**src/rtl/ifu_inst_queue_pkg.sv**
```systemverilog
// Shared types and helpers for the IFU instruction queue.
// Default widths apply unless INST_DATA_WIDTH / INST_ADDR_WIDTH come from defines.svh.
`ifndef INST_DATA_WIDTH
`define INST_DATA_WIDTH 32
`endif
`ifndef INST_ADDR_WIDTH
`define INST_ADDR_WIDTH 32
`endif

package ifu_inst_queue_pkg;

    localparam int unsigned IFQ_DEPTH = 4;
    localparam int unsigned PTR_W     = $clog2(IFQ_DEPTH) + 1;

    typedef struct packed {
        logic [`INST_DATA_WIDTH-1:0] inst;
        logic [`INST_ADDR_WIDTH-1:0] addr;
        logic                        pred_br;
        logic                        err;
    } ifq_entry_t;

    function automatic int unsigned ifq_free(input int unsigned depth, input int unsigned count);
        return depth - count;
    endfunction

endpackage

```
**src/rtl/ifu_inst_queue_mem.sv**
```systemverilog
// Storage array for the instruction queue: one write port, one asynchronous read port.
// The data array carries no reset; validity is tracked by the pointers in the top level.
module ifu_inst_queue_mem
    import ifu_inst_queue_pkg::*;
#(
    parameter int unsigned DEPTH = IFQ_DEPTH
) (
    input  logic                     clk,
    input  logic                     we_i,
    input  logic [$clog2(DEPTH)-1:0] waddr_i,
    input  ifq_entry_t               wdata_i,
    input  logic [$clog2(DEPTH)-1:0] raddr_i,
    output ifq_entry_t               rdata_o
);

    ifq_entry_t r_mem [DEPTH];

    always_ff @(posedge clk) begin
        if (we_i) begin
            r_mem[waddr_i] <= wdata_i;
        end
    end

    assign rdata_o = r_mem[raddr_i];

endmodule

```
**src/rtl/ifu_inst_queue.sv**
```systemverilog
// Instruction fetch queue between the IFU and ID with registered almost-full stall request.
// Optional same-cycle bypass when empty is enabled by defining IFU_INST_QUEUE_BYPASS_EN.
module ifu_inst_queue
    import ifu_inst_queue_pkg::*;
#(
    parameter int unsigned DEPTH     = IFQ_DEPTH,
    parameter int unsigned AF_MARGIN = 2
) (
    input  logic                         clk,
    input  logic                         rst,
    input  logic                         flush_i,
    input  logic                         in_valid_i,
    input  logic [`INST_DATA_WIDTH-1:0]  in_inst_i,
    input  logic [`INST_ADDR_WIDTH-1:0]  in_addr_i,
    input  logic                         in_pred_br_i,
    input  logic                         in_err_i,
    output logic                         out_valid_o,
    input  logic                         out_ready_i,
    output logic [`INST_DATA_WIDTH-1:0]  out_inst_o,
    output logic [`INST_ADDR_WIDTH-1:0]  out_addr_o,
    output logic                         out_pred_br_o,
    output logic                         out_err_o,
    output logic                         stall_req_o,
    output logic                         overflow_o,
    output logic [$clog2(DEPTH):0]       count_o
);

    localparam int unsigned PW = $clog2(DEPTH) + 1;
    localparam int unsigned AW = $clog2(DEPTH);

    logic [PW-1:0] r_wr_ptr, r_rd_ptr;
    logic [PW-1:0] w_wr_ptr_d, w_rd_ptr_d;
    logic [PW-1:0] w_count, w_count_d;
    logic          r_stall, r_overflow;
    logic          w_stall_d, w_overflow_d;
    logic          w_empty, w_full;
    logic          w_push, w_pop_st, w_byp_take;
    logic          w_head_valid;
    ifq_entry_t    w_in_entry, w_rdata, w_head;

    assign w_in_entry = '{inst: in_inst_i, addr: in_addr_i, pred_br: in_pred_br_i,
                          err: in_err_i};

    assign w_count = r_wr_ptr - r_rd_ptr;
    assign w_empty = (w_count == '0);
    assign w_full  = (w_count == PW'(DEPTH));

`ifdef IFU_INST_QUEUE_BYPASS_EN
    logic w_byp;
    // An empty queue forwards the incoming beat; it is only stored if ID stalls it.
    assign w_byp        = w_empty & in_valid_i & ~flush_i;
    assign w_byp_take   = w_byp & out_ready_i;
    assign w_head_valid = ~w_empty | w_byp;
    assign w_head       = w_empty ? w_in_entry : w_rdata;
`else
    assign w_byp_take   = 1'b0;
    assign w_head_valid = ~w_empty;
    assign w_head       = w_rdata;
`endif

    assign w_pop_st = ~w_empty & out_ready_i & ~flush_i;
    assign w_push   = in_valid_i & (~w_full | w_pop_st) & ~w_byp_take & ~flush_i;

    always_comb begin
        w_wr_ptr_d   = r_wr_ptr;
        w_rd_ptr_d   = r_rd_ptr;
        w_overflow_d = r_overflow;
        if (flush_i) begin
            w_wr_ptr_d = '0;
            w_rd_ptr_d = '0;
        end else begin
            w_wr_ptr_d = r_wr_ptr + {{(PW-1){1'b0}}, w_push};
            w_rd_ptr_d = r_rd_ptr + {{(PW-1){1'b0}}, w_pop_st};
            if (in_valid_i & w_full & ~w_pop_st) begin
                w_overflow_d = 1'b1;
            end
        end
        w_count_d = w_wr_ptr_d - w_rd_ptr_d;
        w_stall_d = ifq_free(DEPTH, {{(32-PW){1'b0}}, w_count_d}) <= AF_MARGIN;
    end

    always_ff @(posedge clk) begin
        if (rst) begin
            r_wr_ptr   <= '0;
            r_rd_ptr   <= '0;
            r_stall    <= 1'b0;
            r_overflow <= 1'b0;
        end else begin
            r_wr_ptr   <= w_wr_ptr_d;
            r_rd_ptr   <= w_rd_ptr_d;
            r_stall    <= w_stall_d;
            r_overflow <= w_overflow_d;
        end
    end

    ifu_inst_queue_mem #(
        .DEPTH (DEPTH)
    ) u_mem (
        .clk     (clk),
        .we_i    (w_push),
        .waddr_i (r_wr_ptr[AW-1:0]),
        .wdata_i (w_in_entry),
        .raddr_i (r_rd_ptr[AW-1:0]),
        .rdata_o (w_rdata)
    );

    // Zero-mask so ID never observes stale array contents.
    assign out_valid_o   = w_head_valid;
    assign out_inst_o    = w_head_valid ? w_head.inst : '0;
    assign out_addr_o    = w_head_valid ? w_head.addr : '0;
    assign out_pred_br_o = w_head_valid & w_head.pred_br;
    assign out_err_o     = w_head_valid & w_head.err;
    assign stall_req_o   = r_stall;
    assign overflow_o    = r_overflow;
    assign count_o       = w_count;

endmodule

```
**config.mk**
```make
export PLATFORM = sky130hd
export DESIGN_NAME = ifu_inst_queue
export DESIGN_NICKNAME = d
export VERILOG_FILES = /design/src/rtl/ifu_inst_queue_pkg.sv /design/src/rtl/ifu_inst_queue_mem.sv /design/src/rtl/ifu_inst_queue.sv
export SDC_FILE = /design/constraint.sdc
export NUM_CORES = 1
export LEC_CHECK = 0
export ABC_CLOCK_PERIOD_IN_PS = 6700
export BUFFER_PORTS_ARGS = -buffer_cell sky130_fd_sc_hd__clkbuf_2
export CAP_MARGIN = 0
export CORE_ASPECT_RATIO = 1.1
export CORE_UTILIZATION = 40
export CTS_CLUSTER_SIZE = 8
export DETAILED_ROUTE_END_ITERATION = 10
export HOLD_SLACK_MARGIN = 0.03
export PLACE_DENSITY = 0.67
export SLEW_MARGIN = 20
export SYNTH_ARGS = -nofsm -noshare
export SYNTH_HDL_FRONTEND = slang
export SYNTH_SLANG_ARGS = --single-unit
export TNS_END_PERCENT = 10
```
**constraint.sdc**
```tcl
create_clock -name clk -period 6.7 [get_ports clk]
set_clock_uncertainty 0.15 [all_clocks]
set_input_delay 0.335 -clock clk [delete_from_list [all_inputs] [get_ports clk]]
set_output_delay 0.335 -clock clk [all_outputs]
set_load 0.03 [all_outputs]
```
==> impl_table.tex, run 1 <==
\begin{tabular}{lr}
\hline
Metric & Value \\
\hline
\multicolumn{2}{l}{\textbf{Synth}} \\
\quad Unique masters post-synth & 26 \\
\quad Leading cell types by total area after synthesis & edfxtp\_1, mux4\_2, nor2b\_1, dfxtp\_1, ha\_1 \\
\quad Top-count cell post-synth & edfxtp\_1 \\
\quad Number of synthesized flops with an enable pin & 264 \\
\quad Number of flip-flops and latches in the synthesized netlist & 272 \\
\quad Portion of netlist area occupied by mux cells & 0.1410 \\
\quad Area share of the largest cell type after synthesis & 0.7520 \\
\quad Yosys warning count & 0 \\
\quad Fraction of the mapped netlist area in adder cells & 0.01329 \\
\quad Portion of the post-synthesis area used by sequential elements & 0.7671 \\
\quad Mean instance size in the synthesized netlist & 21.96 µm² \\
\quad Post-Synthesis Net Count & 561 \\
\quad Fraction of registers with async set/reset & 0 \\
\quad Post-synth top flop & edfxtp\_1 \\
\quad XOR/XNOR Fraction of Synth Area & 0.006409 \\
\quad Synthesized-area fraction occupied by and/or/nand/nor cells & 0.05210 \\
\quad Library cell with the largest summed area after synthesis & edfxtp\_1 \\
\quad Count of mapped cells out of synthesis & 480 \\
\quad List of most frequent post-synthesis cells & edfxtp\_1, nor2b\_1, mux4\_2 \\
\quad Cell area after synthesis & 0.01054 mm² \\
\quad Fraction of the mapped netlist area in compound gates & 0.004629 \\
\quad Main combinational cell family by area after synthesis & multiplexers \\
\multicolumn{2}{l}{\textbf{STA}} \\
\quad Post-route fraction of the period consumed by the critical path & 0.5995 \\
\quad Setup-failing EPs final & 0 \\
\quad Crit path time final & 4016 ps \\
\quad Worst slew margin & 0.3045 \\
\quad Max frequency & 249.0 MHz \\
\quad Number of hold-slack violations in the final timing report & 0 \\
\quad Final setup TNS & 0 ps \\
\quad Unrepaired setup endpoints after global routing & no \\
\quad Setup slack of the critical path after layout & 2684 ps \\
\quad Max Slew Vio Count & 0 \\
\quad Worst slew pin tran & $\sim$1000 ps \\
\multicolumn{2}{l}{\textbf{Floorplan}} \\
\quad Top Ports & around 140 \\
\quad Starting density of the core & 0.4123 \\
\quad Die Width & 156.8 µm \\
\quad Core Footprint & 0.02557 mm² \\
\quad Die Area & 0.02701 mm² \\
\quad Die Ht & approximately 170 µm \\
\quad Number of placement rows & 61 \\
\multicolumn{2}{l}{\textbf{Critical path}} \\
\quad Cell with the largest stage delay on the worst path & dfxtp\_4 \\
\quad Critical path cell sequence & fa\_1 -> a41oi\_1 -> ha\_1 -> ha\_1 -> nor2b\_1 -> fa\_1 -> inv\_1 -> ha\_1 -> nand3\_1 -> nor3\_1 -> o21a\_1 \\
\quad Kind of critical path & reg -> reg \\
\quad Worst-case register-to-register setup slack & between 2000 and 3000 ps \\
\quad Required time at the worst-slack endpoint & 6950 ps \\
\quad Type of element launching the critical path & flip-flop \\
\quad Most numerous cell on the critical path & ha\_1 \\
\quad Maximum fanout count along the critical path & 68 \\
\quad Category of the worst setup path capture point & flip-flop \\
\quad Delay contributed by the slowest stage of the critical path & 1040 ps \\
\quad Data arrival time at the worst-slack endpoint & 4270 ps \\
\multicolumn{2}{l}{\textbf{CTS}} \\
\quad H-tree depth & 2 \\
\quad Number of buffers created by CTS & 39 \\
\quad Latest clock arrival within the worst-skew pair & 510 ps \\
\quad Hold buffers post-CTS & 68 \\
\quad Gates resized, CTS repair & 0 \\
\quad Clock-pin slew of the registers on the worst-case setup and hold paths & 50 ps \\
\quad Maximum clock path buffer count & 3 \\
\quad Buffers inserted by post-CTS timing repair & 0 \\
\quad Clock tree from TritonCTS & done \\
\quad Sinks on the clock net & 272 \\
\quad Clock tree root buffer cell & clkbuf\_16 \\
\multicolumn{2}{l}{\textbf{Status}} \\
\quad Result of the run & completed \\
\multicolumn{2}{l}{\textbf{Placement}} \\
\quad IO Port Bufs & 142 \\
\quad HPWL after DPL & $\sim$12 mm \\
\quad Setup slack after placement & 2585 ps \\
\quad Final weighted congestion in routability-driven placement & 0.7357 \\
\multicolumn{2}{l}{\textbf{Layout}} \\
\quad Final-layout fill cell count & 2053 \\
\quad Number of antenna repair diodes & 0 \\
\quad Layout cell share with drive strength beyond 1 & 0.3670 \\
\quad Syn-to-layout area delta & 26.85\% \\
\quad Total Nets Final & approximately 800 \\
\multicolumn{2}{l}{\textbf{GRT}} \\
\quad Number of antenna violations at the first check in global routing & 1 \\
\quad GRT Total Usage & 0.1601 \\
\quad Pin count of the biggest net entering global routing & between 60 and 70 \\
\quad Routing usage on met1 & 0.1916 \\
\quad Wire length of the first global-routing pass & 31.93 mm \\
\quad Overflow left after global routing & 0 \\
\quad Met3 global-route usage & 0.03509 \\
\quad Met2 global-route usage & 0.2843 \\
\quad Vias in the first global route & 5839 \\
\quad Most heavily used metal layer in global routing & met2 \\
\multicolumn{2}{l}{\textbf{Route}} \\
\quad Count of unresolved DRC violations after routing & 0 \\
\quad Detail-routed net length per standard cell & 19.56 µm \\
\quad Final routed wirelength across all metal layers & roughly 21 mm \\
\quad Number of detailed-routing iterations run before antenna repair & 4 \\
\quad DRC violation total after the first TritonRoute iteration & 225 \\
\quad Via Count & 5365 \\
\quad Antenna Nets Post-Route & 0 \\
\quad Via density per instance & 5.023 \\
\multicolumn{2}{l}{\textbf{Power}} \\
\quad Power, Total & roughly 3.8 mW \\
\quad Leak Pwr & 4.555 nW \\
\quad Total power divided by cell area & 286.4 mW/mm² \\
\quad Worst ir drop on vdd & 171.2 µV \\
\multicolumn{2}{l}{\textbf{Hold path}} \\
\quad Min-delay worst type & in -> reg \\
\multicolumn{2}{l}{\textbf{Run}} \\
\quad Max Cap Viol & 0 \\
\hline
\end{tabular}
-- layout by cell type, fill, tap and decap left out --
cell type and instances:
xnor2_2 2, mux4_2 66, dfxtp_4 2, and3_4 2, nor2_4 2, clkbuf_2 142, inv_16 1, o21ba_2 2
nor3_4 1, ha_1 8, nor2b_1 70, nand2_1 1, buf_4 4, dfxtp_1 6, nand2b_1 4, edfxtp_1 264
clkbuf_1 8, xnor2_1 4, nor3_1 4, nor2_1 4, a41oi_1 1, nand3_1 1, nand4_1 1, o21a_1 2
dlygate4sd3_1 68, fa_1 2, a21oi_1 1, clkbuf_16 41, inv_1 8
-- routing by layer --
metal	routed length, µm	share of wire
met3	1061	0.051
met4	448	0.021
met5	13	0.00062
met2	10880	0.52
met1	8490	0.41
-- cell families (layout without fill, tap and decap cells) --
logic type / after synthesis / after routing
multiplexers: 66 / 66
AO/OA/AOI/OAI: 6 / 6
XOR/XNOR: 6 / 6
flip-flops: 272 / 272
AND/OR/NAND/NOR: 90 / 90
adder cells (fa/ha/maj): 10 / 10
buffers and inverters: 30 / 272
-- critical path, delay by kind of cell, from the launching register on --
kind	cells	cell delay [ps]
AO/OA/AOI/OAI	2	570
adder cells (fa/ha/maj)	5	1810
buffers and inverters	1	70
flip-flops	1	1040
AND/OR/NAND/NOR	3	280
-- state kept, by name, indices dropped and copies added (netlist names) --
name / count
r_wr_ptr: 3
u_mem.r_mem: 264
r_rd_ptr: 3
stall_req_o: 1
overflow_o: 1
-- per-stage QoR --
stage | instances | utilization | hold WS, ps | instance area, µm²
floorplan | 480 | - | 256.3 | 10540
global placement | 950 | 0.4543 | 399.3 | 11620
detailed placement | 950 | 0.4543 | 408.9 | 11620
CTS | 1068 | 0.5230 | 30.57 | 13370
global route | 1068 | 0.5230 | 65.44 | 13370
finish | 1068 | 0.5230 | 47.23 | 13370
-- report_power, final --
part | switching (mW) | internal [mW] | leakage (nW)
Combinational | 0.113 | 0.0855 | 1.57
Clock | 0.641 | 1.09 | 0.524
Sequential | 0.00647 | 1.90 | 2.46
-- layout make-up --
cell class	count	area (µm²)	share of cell area
tap	346	432.9	0.03237
clock inverter	1	20.02	0.001497
inverter	8	30.03	0.002246
clock buffer	49	1056	0.07897
multi-input combinational	178	2317	0.1733
sequential	272	8095	0.6054
timing repair buffer	214	1421	0.1063
-- final timing paths --
path | start | endpoint | cells after the start
max | r_rd_ptr[1] | stall_req_o | 11
min | in_valid_i | overflow_o | 4
max reg2reg | r_rd_ptr[1] | stall_req_o | 11
min reg2reg | overflow_o | overflow_o | 2
No activity file was read; power rests on OpenSTA's default activity.
==> run 2, diff against run 1 <==
--- a/config.mk
+++ b/config.mk
@@ -5,7 +5,7 @@
 export SDC_FILE = /design/constraint.sdc
 export NUM_CORES = 1
 export LEC_CHECK = 0
-export ABC_CLOCK_PERIOD_IN_PS = 6700
+export ABC_CLOCK_PERIOD_IN_PS = 3200
 export BUFFER_PORTS_ARGS = -buffer_cell sky130_fd_sc_hd__clkbuf_2
 export CAP_MARGIN = 0
 export CORE_ASPECT_RATIO = 1.1
@@ -13,7 +13,7 @@
 export CTS_CLUSTER_SIZE = 8
 export DETAILED_ROUTE_END_ITERATION = 10
 export HOLD_SLACK_MARGIN = 0.03
-export PLACE_DENSITY = 0.67
+export PLACE_DENSITY = 0.69
 export SLEW_MARGIN = 20
 export SYNTH_ARGS = -nofsm -noshare
 export SYNTH_HDL_FRONTEND = slang
==> constraint.sdc (replaced) <==
create_clock -name clk -period 3.2 [get_ports clk]
set_clock_uncertainty 0.15 [all_clocks]
set_input_delay 0.16 -clock clk [delete_from_list [all_inputs] [get_ports clk]]
set_output_delay 0.16 -clock clk [all_outputs]
set_load 0.03 [all_outputs]
==> impl_table.tex, run 2 (synthesis results as in run 1) <==
\begin{tabular}{lr}
\hline
Metric & Value \\
\hline
\multicolumn{2}{l}{\textbf{CTS}} \\
\quad Latest clock arrival within the worst-skew pair & 500 ps \\
\quad Maximum clock path buffer count & 3 \\
\quad Sinks on the clock net & 272 \\
\quad Clock tree from TritonCTS & done \\
\quad Clock tree root buffer cell & clkbuf\_16 \\
\quad Number of buffers created by CTS & 40 \\
\quad Clock-pin slew of the registers on the worst-case setup and hold paths & 50 ps \\
\quad H-tree depth & 2 \\
\multicolumn{2}{l}{\textbf{Route}} \\
\quad Via density per instance & 4.954 \\
\quad Detail-routed net length per standard cell & 19.04 µm \\
\quad Count of unresolved DRC violations after routing & 0 \\
\quad Number of detailed-routing iterations run before antenna repair & 4 \\
\quad DRC violation total after the first TritonRoute iteration & approximately 240 \\
\quad Antenna Nets Post-Route & 0 \\
\quad Via Count & between 5000 and 6000 \\
\quad Final routed wirelength across all metal layers & 20.94 mm \\
\multicolumn{2}{l}{\textbf{GRT}} \\
\quad Vias in the first global route & 6202 \\
\quad Overflow left after global routing & 0 \\
\quad Pin count of the biggest net entering global routing & 68 \\
\quad Number of antenna violations at the first check in global routing & 1 \\
\quad Wire length of the first global-routing pass & around 33 mm \\
\quad GRT Total Usage & 0.1617 \\
\multicolumn{2}{l}{\textbf{Placement}} \\
\quad Area after detailed placement & 0.01182 mm² \\
\quad IO Port Bufs & around 140 \\
\quad Total instance count after detailed placement & 967 \\
\quad HPWL after DPL & 11.67 mm \\
\quad Final weighted congestion in routability-driven placement & 0.7806 \\
\multicolumn{2}{l}{\textbf{STA}} \\
\quad Setup-failing EPs final & 1 \\
\quad Max Slew Vio Count & 0 \\
\quad Unrepaired setup endpoints after global routing & yes \\
\quad Worst hold slack after final layout & 274.2 ps \\
\quad Crit path time final & between 3000 and 4000 ps \\
\quad Max frequency & 305.6 MHz \\
\quad Number of hold-slack violations in the final timing report & 0 \\
\quad Final setup TNS & -72.11 ps \\
\quad Worst slew margin & 0.3354 \\
\quad Post-route fraction of the period consumed by the critical path & 1.023 \\
\quad Setup slack of the critical path after layout & -72.11 ps \\
\quad Worst slew pin tran & 996.9 ps \\
\multicolumn{2}{l}{\textbf{Status}} \\
\quad Result of the run & finished, violations left \\
\quad Failing checks & negative setup slack \\
\multicolumn{2}{l}{\textbf{Floorplan}} \\
\quad Starting density of the core & 0.4123 \\
\quad Top Ports & 143 \\
\quad Core Footprint & 0.02557 mm² \\
\quad Die Width & approximately 160 µm \\
\quad Die Ht & 172.3 µm \\
\quad Number of placement rows & 61 \\
\quad Die Area & 0.02701 mm² \\
\multicolumn{2}{l}{\textbf{Power}} \\
\quad Worst ir drop on vdd & 456.7 µV \\
\quad Leak Pwr & 4.692 nW \\
\quad Total power divided by cell area & slightly below 600 mW/mm² \\
\multicolumn{2}{l}{\textbf{Layout}} \\
\quad Core occupancy in the finished layout & 0.5380 \\
\quad Total Nets Final & 819 \\
\quad Layout cell share with drive strength beyond 1 & 0.4024 \\
\quad Number of non-filler instances in the completed layout & 1100 \\
\quad Final-layout fill cell count & 2008 \\
\quad Storage element area & 0.008097 mm² \\
\quad Leading cell type in the layout, fill and taps excluded & edfxtp\_1 \\
\quad Summed area of non-filler cells in the final layout & 0.01375 mm² \\
\quad Area of the multi-input gates & 0.002429 mm² \\
\quad Syn-to-layout area delta & 30.46\% \\
\quad Highest-count cells in the layout ignoring fill and taps & edfxtp\_1, clkbuf\_2, dlygate4sd3\_1 \\
\quad Largest registers & u\_mem.r\_mem (264), r\_rd\_ptr (3), r\_wr\_ptr (3) \\
\quad Most flop-heavy register & u\_mem.r\_mem \\
\quad Max FFs per register & $\sim$260 \\
\multicolumn{2}{l}{\textbf{Critical path}} \\
\quad Worst-case register-to-register setup slack & -70 ps \\
\quad Setup crit end & stall\_req\_o \\
\quad Type of element launching the critical path & flip-flop \\
\quad Number of cells on the worst reg-to-reg path & 15 \\
\quad Data arrival time at the worst-slack endpoint & 3510 ps \\
\quad Endpoint of the worst-slack reg-to-reg timing path & stall\_req\_o \\
\quad Kind of critical path & reg -> reg \\
\quad Maximum fanout count along the critical path & 3 \\
\quad Category of the worst setup path capture point & flip-flop \\
\quad Worst reg2reg path startpoint & r\_wr\_ptr[0] \\
\quad Required time at the worst-slack endpoint & around 3400 ps \\
\quad Beginning of the critical path & r\_wr\_ptr[0] \\
\multicolumn{2}{l}{\textbf{Hold path}} \\
\quad Min-delay worst type & in -> reg \\
\multicolumn{2}{l}{\textbf{Run}} \\
\quad Max Cap Viol & 0 \\
\hline
\end{tabular}
## run 2: worst min path at each step
stage,startpoint,to,cells past startpoint
after floorplan,rst,overflow_o,1
after global placement,in_inst_i[11],u_mem.r_mem[1][45],1
after detailed placement,in_inst_i[17],u_mem.r_mem[1][51],1
after CTS,in_inst_i[9],u_mem.r_mem[2][43],2
after global routing,in_inst_i[13],u_mem.r_mem[3][47],2
final,in_inst_i[7],u_mem.r_mem[0][41],2
## run 2: final cells by class
type	count	area share
Sequential cell	272	0.5886
Inverter	8	0.002183
Clock buffer	56	0.07869
Timing Repair Buffer	238	0.1216
Multi-Input combinational cell	178	0.1766
Antenna cell	1	0.0001819
Clock inverter	1	0.0006368
Tap cell	346	0.03147
## run 2: critical path: stages (launching register included)
cell and delay, ps:
dfxtp_2 330, inv_2 50, ha_4 150, fa_2 380, xnor2_4 170, nor3_4 190, nor2_1 70, ha_1 290
nor2b_4 170, ha_4 140, inv_2 30, fa_1 470, inv_2 100, ha_4 140, o21ba_4 140, o21a_1 180
## run 2: repair_timing
item,4_1_cts,5_1_grt
gates resized for setup,22,2
hold buffers,72,0
endpoints found under the setup margin,68,68
pin swaps,11,5
hold endpoints to repair,272,0
setup buffers,3,0
## run 2: per-layer routing
layer	GRT usage	routed length [µm]	vias to the layer above
met5	0	0	-
met4	0.05328	407	0
met3	0.04110	1103	36
met2	0.2908	11040	139
met1	0.1880	8393	2831
li1	-	-	2443
## run 2: report_power, final
group	total, mW	switching [mW]	internal, mW
clock network	3.66	1.36	2.30
registers	3.98	0.0110	3.97
logic	0.441	0.242	0.199
## run 2: metrics by stage
stage / worst slack (ps) / total power [mW]
floorplan: -477.1 / 4.254
global placement: -119.6 / 4.392
detailed placement: -292.7 / 4.408
CTS: -103.6 / 8.185
global route: -188.6 / 8.361
finish: -72.11 / 8.087
==> run 3, diff against run 2 <==
--- a/config.mk
+++ b/config.mk
@@ -8,12 +8,11 @@
 export ABC_CLOCK_PERIOD_IN_PS = 3200
 export BUFFER_PORTS_ARGS = -buffer_cell sky130_fd_sc_hd__clkbuf_2
 export CAP_MARGIN = 0
-export CORE_ASPECT_RATIO = 1.1
-export CORE_UTILIZATION = 40
+export CORE_UTILIZATION = 36
 export CTS_CLUSTER_SIZE = 8
 export DETAILED_ROUTE_END_ITERATION = 10
 export HOLD_SLACK_MARGIN = 0.03
-export PLACE_DENSITY = 0.69
+export PLACE_DENSITY = 0.64
 export SLEW_MARGIN = 20
 export SYNTH_ARGS = -nofsm -noshare
 export SYNTH_HDL_FRONTEND = slang
==> impl_table.tex, run 3 (synthesis results as in run 1) <==
\begin{tabular}{lr}
\hline
Metric & Value \\
\hline
\multicolumn{2}{l}{\textbf{Critical path}} \\
\quad Endpoint of the worst-slack reg-to-reg timing path & stall\_req\_o \\
\quad Cell with the largest stage delay on the worst path & fa\_2 \\
\quad Most numerous cell on the critical path & inv\_2 \\
\quad Type of element launching the critical path & flip-flop \\
\quad Data arrival time at the worst-slack endpoint & 3530 ps \\
\quad Maximum fanout count along the critical path & 2 \\
\quad Number of cells on the worst reg-to-reg path & 15 \\
\quad Worst-case register-to-register setup slack & -80 ps \\
\quad Delay contributed by the slowest stage of the critical path & roughly 540 ps \\
\quad Worst reg2reg path startpoint & r\_wr\_ptr[0] \\
\quad Critical path cell sequence & inv\_2 -> ha\_4 -> fa\_2 -> inv\_2 -> nor3\_4 -> nor2\_1 -> ha\_1 -> nor2b\_4 -> ha\_4 -> inv\_2 -> fa\_1 -> inv\_2 -> ha\_4 -> o21ba\_4 -> o21a\_1 \\
\quad Category of the worst setup path capture point & flip-flop \\
\quad Required time at the worst-slack endpoint & 3450 ps \\
\quad Kind of critical path & reg -> reg \\
\multicolumn{2}{l}{\textbf{Placement}} \\
\quad Setup slack after placement & -244.4 ps \\
\quad IO Port Bufs & 142 \\
\quad Final weighted congestion in routability-driven placement & 0.7250 \\
\quad HPWL after DPL & between 10 and 15 mm \\
\quad Total instance count after detailed placement & $\sim$1000 \\
\multicolumn{2}{l}{\textbf{Power}} \\
\quad Switching part of the total & 0.1966 \\
\quad Total power divided by cell area & between 500 and 600 mW/mm² \\
\quad Power dissipated by switching net loads & around 1.6 mW \\
\quad Register share of total power & 0.493 \\
\quad Internal power & 6.488 mW \\
\quad Worst ir drop on vdd & about 430 µV \\
\quad Clock group share of total power & 0.452 \\
\quad Power, Total & 8.076 mW \\
\quad Comb pwr share & 0.054 \\
\quad Leak Pwr & around 4.7 nW \\
\multicolumn{2}{l}{\textbf{Route}} \\
\quad Count of unresolved DRC violations after routing & 0 \\
\quad Number of detailed-routing iterations run before antenna repair & 4 \\
\quad Detail-routed net length per standard cell & 18.79 µm \\
\quad Via density per instance & 4.822 \\
\quad DRC violation total after the first TritonRoute iteration & 260 \\
\quad Antenna Nets Post-Route & 0 \\
\quad Via Count & 5468 \\
\quad Final routed wirelength across all metal layers & 21.31 mm \\
\multicolumn{2}{l}{\textbf{GRT}} \\
\quad Overflow left after global routing & 0 \\
\quad Wire length of the first global-routing pass & 33.84 mm \\
\quad Pin count of the biggest net entering global routing & 68 \\
\quad Number of antenna violations at the first check in global routing & 0 \\
\quad Vias in the first global route & 6212 \\
\quad GRT Total Usage & 0.1474 \\
\multicolumn{2}{l}{\textbf{STA}} \\
\quad Max Slew Vio Count & 0 \\
\quad Max frequency & between 300 and 400 MHz \\
\quad Setup-failing EPs final & 1 \\
\quad Worst slew margin & 0.3166 \\
\quad Number of hold-slack violations in the final timing report & 0 \\
\quad Worst slew pin tran & 1025 ps \\
\quad Setup slack of the critical path after layout & -80.96 ps \\
\quad Crit path time final & about 3300 ps \\
\quad Post-route fraction of the period consumed by the critical path & 1.025 \\
\quad Unrepaired setup endpoints after global routing & yes \\
\multicolumn{2}{l}{\textbf{Layout}} \\
\quad Largest registers & u\_mem.r\_mem (264), r\_rd\_ptr (3), r\_wr\_ptr (3) \\
\quad Highest-count cells in the layout ignoring fill and taps & edfxtp\_1, clkbuf\_2, dlygate4sd3\_1 \\
\quad Syn-to-layout area delta & 30.77\% \\
\quad Final-layout fill cell count & 2382 \\
\quad Layout cell share with drive strength beyond 1 & 0.4013 \\
\quad Total Nets Final & $\sim$800 \\
\quad Number of non-filler instances in the completed layout & roughly 1100 \\
\quad Most flop-heavy register & u\_mem.r\_mem \\
\quad Leading cell type in the layout, fill and taps excluded & edfxtp\_1 \\
\quad Number of antenna repair diodes & 0 \\
\quad Max FFs per register & 264 \\
\multicolumn{2}{l}{\textbf{CTS}} \\
\quad Maximum clock path buffer count & 3 \\
\quad Number of buffers created by CTS & 40 \\
\quad Sinks on the clock net & 272 \\
\quad Clock tree root buffer cell & clkbuf\_16 \\
\quad Latest clock arrival within the worst-skew pair & around 500 ps \\
\quad Clock-pin slew of the registers on the worst-case setup and hold paths & 50 ps \\
\quad Buffers inserted by post-CTS timing repair & 0 \\
\quad Clock tree from TritonCTS & done \\
\quad H-tree depth & 2 \\
\multicolumn{2}{l}{\textbf{Status}} \\
\quad Result of the run & finished, violations left \\
\quad Failing checks & negative setup slack \\
\multicolumn{2}{l}{\textbf{Floorplan}} \\
\quad Core Footprint & around 0.029 mm² \\
\quad Number of placement rows & between 60 and 70 \\
\quad Top Ports & 143 \\
\quad Die Area & 0.02997 mm² \\
\quad Starting density of the core & 0.3663 \\
\quad Die Ht & approximately 170 µm \\
\quad Die Width & 173.1 µm \\
\multicolumn{2}{l}{\textbf{Run}} \\
\quad Max Cap Viol & 0 \\
\multicolumn{2}{l}{\textbf{Hold path}} \\
\quad Hold-critical path depth & 4 \\
\quad Min-delay worst type & in -> reg \\
\quad Hold Path Sink & stall\_req\_o \\
\quad Hold Startpoint & flush\_i \\
\hline
\end{tabular}
## run 3: worst max-delay path by stage
stage | cells after the start | slack [ps] | endpoint | startpoint
floorplan | 16 | -480 | stall_req_o | r_wr_ptr[0]
global placement | 16 | -140 | stall_req_o | r_wr_ptr[0]
detailed placement | 16 | -240 | stall_req_o | r_wr_ptr[0]
CTS | 15 | -150 | stall_req_o | r_wr_ptr[0]
global route | 15 | -170 | stall_req_o | r_wr_ptr[0]
finish | 15 | -80 | stall_req_o | r_wr_ptr[0]
## run 3: critical path, delay by kind of cell, from the launching register on
family | cells | cell delay [ps]
compound gates | 2 | 310
buf+inv | 4 | 230
flops | 1 | 330
simple gates | 3 | 410
fa+ha+maj | 6 | 1730
## run 3: layout make-up
type	count	area [µm²]	share of cell area
clock buffer	56	1092	0.07923
clock inverter	1	7.507	0.0005445
inverter	8	30.03	0.002178
multi-input combinational	178	2414	0.1751
sequential	272	8097	0.5873
tap	384	480.5	0.03485
timing repair buffer	235	1667	0.1209
## run 3: metrics by stage
step	hold slack [ps]	instance area, µm²	setup TNS, ps	utilization
6_report	52.96	13790	-80.96	0.4790
2_1_floorplan	81.28	10580	-30530	-
3_5_place_dp	234.5	11890	-244.4	0.4130
3_3_place_gp	221.7	11890	-141.7	0.4130
5_1_grt	88.70	13790	-187.6	0.4790
4_1_cts	44.51	13780	-146.4	0.4787
## run 3: power by group through the flow
stage | logic [mW] | registers [mW] | clock network (mW)
2_1_floorplan | 0.205 | 4.05 | 0
3_3_place_gp | 0.351 | 4.04 | 0
3_5_place_dp | 0.365 | 4.05 | 0
4_1_cts | 0.445 | 3.98 | 3.76
5_1_grt | 0.474 | 3.98 | 3.90
6_report | 0.439 | 3.98 | 3.65
## run 3: routing by layer
metal  up-vias  GRT usage  routed length, µm
met3        38    0.03562               1091
met5         -          0                  0
met1      2830     0.1680               8361
met4         0    0.04867                521
met2       152     0.2702              11340
li1       2448          -                  -
## run 3: timing repair
item	in CTS	in global routing
resized for setup	20	4
gates cloned	0	0
hold buffers	71	0
endpoints found under the hold margin	272	0
pin swaps	12	7
setup endpoints to repair	68	6
